$ cat src/rtl/instruction_prefetch_buffer.sv
// Sequential instruction fetch unit: issues word fetches over a req/ack port and queues
// {pc, instruction} pairs in a small FIFO that the core drains; a redirect flushes and restarts.
module instruction_prefetch_buffer #(
  parameter logic [31:0] BOOT_ADDRESS = 32'h0000_0000,
  parameter int          DEPTH        = 4
) (
  input  logic        clk,
  input  logic        reset,
  output logic        fetch_valid,
  input  logic        fetch_ready,
  output logic [31:0] fetch_data,
  output logic [31:0] fetch_pc,
  input  logic        redirect,
  input  logic [31:0] redirect_address,
  output logic        mem_req,
  output logic [31:0] mem_address,
  input  logic        mem_ack,
  input  logic [31:0] mem_rdata,
  output logic [1:0]  debug_state
);

  localparam int PW = (DEPTH > 1) ? $clog2(DEPTH) : 1;
  localparam int CW = PW + 1;
  localparam logic [CW-1:0] DEPTH_C = CW'(DEPTH);

  typedef enum logic [1:0] {
    ST_IDLE  = 2'd0,
    ST_REQ   = 2'd1,
    ST_DRAIN = 2'd2
  } state_e;

  state_e        state_q;
  logic          mem_req_q;
  logic [31:0]   mem_addr_q;
  logic [31:0]   next_pc_q;

  logic [31:0]   pc_mem_q   [DEPTH];
  logic [31:0]   data_mem_q [DEPTH];
  logic [PW-1:0] wr_ptr_q, wr_ptr_d;
  logic [PW-1:0] rd_ptr_q, rd_ptr_d;
  logic [CW-1:0] count_q, count_d;

  logic          ack_fire;
  logic          push;
  logic          pop;
  logic          room;
  logic [31:0]   redirect_pc;
  logic [31:0]   pc_plus4;

  // Handshakes: a memory transfer completes on mem_req && mem_ack (mem_req/mem_address held
  // until then); a core transfer completes on fetch_valid && fetch_ready. Redirect cancels both.
  assign ack_fire    = mem_req_q & mem_ack;
  assign push        = (state_q == ST_REQ) & ack_fire & ~redirect;
  assign fetch_valid = (count_q != '0);
  assign pop         = fetch_valid & fetch_ready & ~redirect;
  assign redirect_pc = {redirect_address[31:2], 2'b00};
  assign pc_plus4    = next_pc_q + 32'd4;

  always_comb begin
    wr_ptr_d = wr_ptr_q;
    rd_ptr_d = rd_ptr_q;
    count_d  = count_q;
    if (redirect) begin
      wr_ptr_d = '0;
      rd_ptr_d = '0;
      count_d  = '0;
    end else begin
      if (push) wr_ptr_d = wr_ptr_q + PW'(1);
      if (pop)  rd_ptr_d = rd_ptr_q + PW'(1);
      count_d = count_q + CW'(push) - CW'(pop);
    end
  end

  // Looking at the post-pop occupancy lets a full FIFO that is popped re-request immediately.
  assign room = (count_d < DEPTH_C);

  always_ff @(posedge clk or negedge reset) begin
    if (!reset) begin
      wr_ptr_q <= '0;
      rd_ptr_q <= '0;
      count_q  <= '0;
    end else begin
      wr_ptr_q <= wr_ptr_d;
      rd_ptr_q <= rd_ptr_d;
      count_q  <= count_d;
    end
  end

  always_ff @(posedge clk or negedge reset) begin
    if (!reset) begin
      for (int i = 0; i < DEPTH; i++) begin
        pc_mem_q[i]   <= BOOT_ADDRESS;
        data_mem_q[i] <= 32'h0;
      end
    end else if (push) begin
      pc_mem_q[wr_ptr_q]   <= next_pc_q;
      data_mem_q[wr_ptr_q] <= mem_rdata;
    end
  end

  assign fetch_pc   = pc_mem_q[rd_ptr_q];
  assign fetch_data = data_mem_q[rd_ptr_q];

  always_ff @(posedge clk or negedge reset) begin
    if (!reset) begin
      state_q    <= ST_IDLE;
      mem_req_q  <= 1'b0;
      mem_addr_q <= BOOT_ADDRESS;
      next_pc_q  <= BOOT_ADDRESS;
    end else begin
      case (state_q)
        ST_IDLE: begin
          if (redirect) begin
            next_pc_q  <= redirect_pc;
            mem_addr_q <= redirect_pc;
            mem_req_q  <= 1'b1;
            state_q    <= ST_REQ;
          end else if (room) begin
            mem_addr_q <= next_pc_q;
            mem_req_q  <= 1'b1;
            state_q    <= ST_REQ;
          end
        end
        ST_REQ: begin
          if (redirect) begin
            next_pc_q <= redirect_pc;
            if (ack_fire) begin
              mem_addr_q <= redirect_pc;
            end else begin
              // The unacked request must still complete; its data will be thrown away.
              state_q <= ST_DRAIN;
            end
          end else if (ack_fire) begin
            next_pc_q <= pc_plus4;
            if (room) begin
              mem_addr_q <= pc_plus4;
            end else begin
              mem_req_q <= 1'b0;
              state_q   <= ST_IDLE;
            end
          end
        end
        ST_DRAIN: begin
          if (redirect) next_pc_q <= redirect_pc;
          if (ack_fire) begin
            mem_addr_q <= redirect ? redirect_pc : next_pc_q;
            state_q    <= ST_REQ;
          end
        end
        default: begin
          mem_req_q <= 1'b0;
          state_q   <= ST_IDLE;
        end
      endcase
    end
  end

  assign mem_req     = mem_req_q;
  assign mem_address = mem_addr_q;
  assign debug_state = state_q;

  always_ff @(posedge clk) begin
    if (reset && push) assert (count_q != DEPTH_C);
  end

endmodule

$ cat config.mk
export PLATFORM = sky130hd
export DESIGN_NAME = instruction_prefetch_buffer
export DESIGN_NICKNAME = d
export VERILOG_FILES = /design/src/rtl/instruction_prefetch_buffer.sv
export SDC_FILE = /design/constraint.sdc
export NUM_CORES = 1
export LEC_CHECK = 0
export CORE_ASPECT_RATIO = 0.8
export CORE_MARGIN = 2
export CORE_UTILIZATION = 62
export DETAILED_ROUTE_END_ITERATION = 16
export GPL_TIMING_DRIVEN = 0
export HOLD_SLACK_MARGIN = 0.02
export PLACE_DENSITY = 0.94
export SYNTH_ARGS = -nofsm -noshare
export SYNTH_HDL_FRONTEND = slang
export SYNTH_SLANG_ARGS = --single-unit
$ cat constraint.sdc
create_clock -name clk -period 8.44 [get_ports clk]
set_input_delay 1.688 -clock clk [delete_from_list [all_inputs] [get_ports clk]]
set_output_delay 1.688 -clock clk [all_outputs]
set_load 0.01 [all_outputs]
==> results.md <==
* Run status: finished, final reports clean
* RSZ-0062 raised after global routing: no
* Max-slew violation total from the final report at 0
* Synth Instances at 1220
* Dominant register cell in the synthesized netlist: sky130_fd_sc_hd__dfrtp_1
* Die width at 184 um
* Accumulated negative setup slack at 0 ns
* Overall routed net length at 43.5 mm
* Net switching share of the total power at 0.351
* Headroom to the max-slew limit at 0.0576
* Number of instances on the worst hold path at 2
* Gr usage total at 0.326
* Worst supply voltage drop on vdd at between 0.2 and 0.3 mV
* Final std cell area, no fill at about 0.019 mm2
* Internal cell power at approximately 4.5 mW
* Number of synthesized flops with an enable pin at 0
* Clock Power Share at 0.213
* Pin count of the biggest net entering global routing at ~130
* TritonCTS clock tree: done
* Top-level I/O count at around 170
* Combinational share of power at 0.432
* Switch Pwr at 2.44 mW
* Filler cell count at 1546
* Antenna violations before repair at 0
* Startpoint type of the worst setup path: primary input
* Slowest cell delay on critical path at around 0.72 ns
* Worst hold path class: reg -> reg
* Sequential power share at 0.355
* Transition at the pin with the smallest max-transition slack at 1.40 ns
* Number of clock buffers inserted by TritonCTS at 31
* Fin Clk Skew at 0.0146 ns
* Post_cts resized at 0
* Post-CTS Hold Buffers at 0
* CP most frequent cell: sky130_fd_sc_hd__buf_2
* Final period util at 0.751
* Die outline area at around 0.027 mm2
* Cells along the critical path: clkdlybuf4s50_1 -> buf_2 -> buf_2 -> clkbuf_1 -> buf_1 -> nor2_1 -> ha_1 -> inv_1 -> ha_1 -> inv_1 -> fa_1 -> xnor3_1 -> nor2_1 -> o32a_1 -> buf_2 -> buf_1 -> a22oi_1
* Number of logic stages on the critical path including buffering at 17
* Count of H-tree levels built during CTS at 1
* Buffers & Inverters on Critical Path at 9
* Type of the worst setup path: in -> reg
* Routed met1 length at approximately 18 mm
* Min Clock Period, post-route at approximately 6.3 ns
* Most frequent standard cell in the layout excluding fill and tap cells: sky130_fd_sc_hd__dfrtp_1
* Cell accounting for the most synthesized area: sky130_fd_sc_hd__dfrtp_1
* Number of optimization iterations in the first detailed-route pass at 6
* Critical Path Slowest Stage Cell: sky130_fd_sc_hd__clkdlybuf4s50_1
* Final hold vios at 0
* Placeable core area at approximately 0.025 mm2
* Reg2Reg Depth at 16
* Worst endpoint data arrival time at 6.76 ns
* Number of maximum-capacitance constraint violations at 0
* Post-detailed-placement half-perimeter wirelength at 29.9 mm
* Asr flop ratio synth at 1.00
* Clock Path Buffers at 3
* Buffer cell driving the clock tree root: sky130_fd_sc_hd__clkbuf_16
* Num Clock Sinks at between 300 and 400
* Kind of end point of the critical path: register
* Number of nets in the synthesized netlist at 1297
* Syn. warnings at 0
* Portion of the post-synthesis area used by sequential elements at 0.516
* Number of setup buffers added after CTS at 0
* Worst-skew pair later-pin latency at between 0.5 and 0.6 ns
* Detailed-route wire length per cell at 24.6 um
* GRT overflow at 0
* Area after detailed placement at ~0.018 mm2
* Count of different cell masters after synthesis at a little under 70
* Clock-pin slew on the worst setup and hold paths at ~0.070 ns
* Detailed route wirelength on metal3 at between 4 and 5 mm
* Share of the synthesized area in the top cell type at 0.516
* Post-Synthesis Mean Instance Area at 13.1 um2
* Top library cells by usage in the layout, fill and taps aside: sky130_fd_sc_hd__dfrtp_1 (330), sky130_fd_sc_hd__mux2_2 (268), sky130_fd_sc_hd__clkdlybuf4s50_1 (165)
* Post-placement worst setup slack at about 1.7 ns
* Pwr dens at between 300 and 400 mW/mm2
* Standard-cell rows at 52
* Number of global-route vias before repair at about 12000
* Fmax achieved at 158 MHz
* End-of-flow core utilization at 0.759
* Data required time at the worst endpoint at about 8.9 ns
* Gate family responsible for the most delay along the worst path: buffers and inverters
* Crit path max fanout at 10
* Top cells by area, synth: sky130_fd_sc_hd__dfrtp_1 (52%), sky130_fd_sc_hd__mux2_2 (19%), sky130_fd_sc_hd__mux4_2 (9.0%)
* Net count of the finished layout at between 1000 and 1500
* Lkg Pwr at around 8.4 nW
* Antenna diode count at 0
* Initial standard-cell utilization of the core at 0.632
* Post-synthesis cell area at about 0.016 mm2
* Global-route wire length before repair at around 68 mm
* Number of input and output port buffers inserted at roughly 170
* Post-route setup slack at 2.10 ns
* Proportion of layout cells with a drive suffix above 1 at 0.313
* Via density per instance at between 6 and 7
* DRC violation count after routing at 0
* Signed area change from the synthesized netlist to the final layout at 20.1%
* Drt first-iter violations at 1185
* Vert. Die Dim at around 150 um
* Amount of wire on met2 after detailed routing at 20.3 mm
* Detail Route Antenna Nets at 0
* Number of vias in the routed layout at between 10000 and 15000
* Routability congestion estimate at approximately 1
* Count of state elements after synthesis at 330
* Number of endpoints failing setup at the final stage at 0
* Uppermost layer routed: met4
[power by group through the flow]
stage | sequential (mW) | combinational, mW | clock, mW
after floorplan | 2.39 | 1.77 | 0
after global placement | 2.43 | 2.84 | 0
after detailed placement | 2.47 | 2.94 | 0
after CTS | 2.46 | 2.97 | 1.48
after global routing | 2.52 | 3.19 | 1.55
final | 2.47 | 3.00 | 1.48
[final timing paths]
check                                startpoint         endpoint  slack [ns]
worst min-delay path            mem_address[11]  mem_address[11]        0.48
worst max register to register   debug_state[0]   mem_address[9]        4.46
worst max-delay path                   redirect   mem_address[9]        2.10
min in group asynchronous                 reset    pc_mem_q[124]        1.01
max in group asynchronous                 reset  data_mem_q[124]        6.30
worst min register to register  mem_address[11]  mem_address[11]        0.48
[sequential cells by signal, indices dropped and copies added, names as in the netlist]
register     count
mem_address     32
data_mem_q     128
pc_mem_q       128
rd_ptr_q         2
next_pc_q       32
wr_ptr_q         2
mem_req          1
debug_state      2
count_q          3
[cell usage after synthesis (all sizes together), types with 10 or more instances]
cell type  instances
dfrtp            330
mux2             268
nand2             81
buf               64
mux4              64
o21ai             52
nor2              42
a21oi             37
clkbuf            36
nand3             23
nor3              21
inv               19
mux2i             18
nor4              14
nand4             13
a31oi             10
and3              10
[layout make-up]
class | instances | area [um2] | area share
sequential | 330 | 8260 | 0.430
multi-input combinational | 770 | 7150 | 0.372
timing repair buffer | 169 | 1750 | 0.0910
clock buffer | 47 | 936 | 0.0487
buffer | 100 | 509 | 0.0265
tap | 324 | 405 | 0.0211
clock inverter | 6 | 130 | 0.00677
inverter | 20 | 75.1 | 0.00391
[through the flow]
step / hold slack (ns) / power (mW) / std cells
after floorplan: 0.475 / 4.15 / 1220
after global placement: 0.461 / 5.28 / 1710
after detailed placement: 0.471 / 5.41 / 1713
after CTS: 0.484 / 6.91 / 1766
after global routing: 0.508 / 7.26 / 1766
final: 0.477 / 6.95 / 1766
[layer usage]
metal  global-route usage  vias up
met3               0.0601      142
met4                0.112        0
met1                0.471     5965
met5                    0        -
met2                0.504      694
li1                     -     4918
[cells by family (layout without fill, tap and decap cells)]
logic type                 Yosys count  after routing  synth area share
xor gates and xnor gates             9              9           0.00579
adders and majority gates            8              8           0.00673
DFF                                330            330             0.516
and+or+nand+nor                    244            244            0.0814
AOI/OAI and AO/OA                  159            159            0.0631
buffers and inverters              120            342            0.0365
muxes                              350            350             0.290
[tightest hold or removal path: cells and delay by family (launching register included)]
kind               cells  cell delay (ns)
AOI/OAI and AO/OA      1             0.06
DFF                    1             0.34
and+or+nand+nor        1             0.04
No activity file was read; power rests on OpenSTA's default activity.
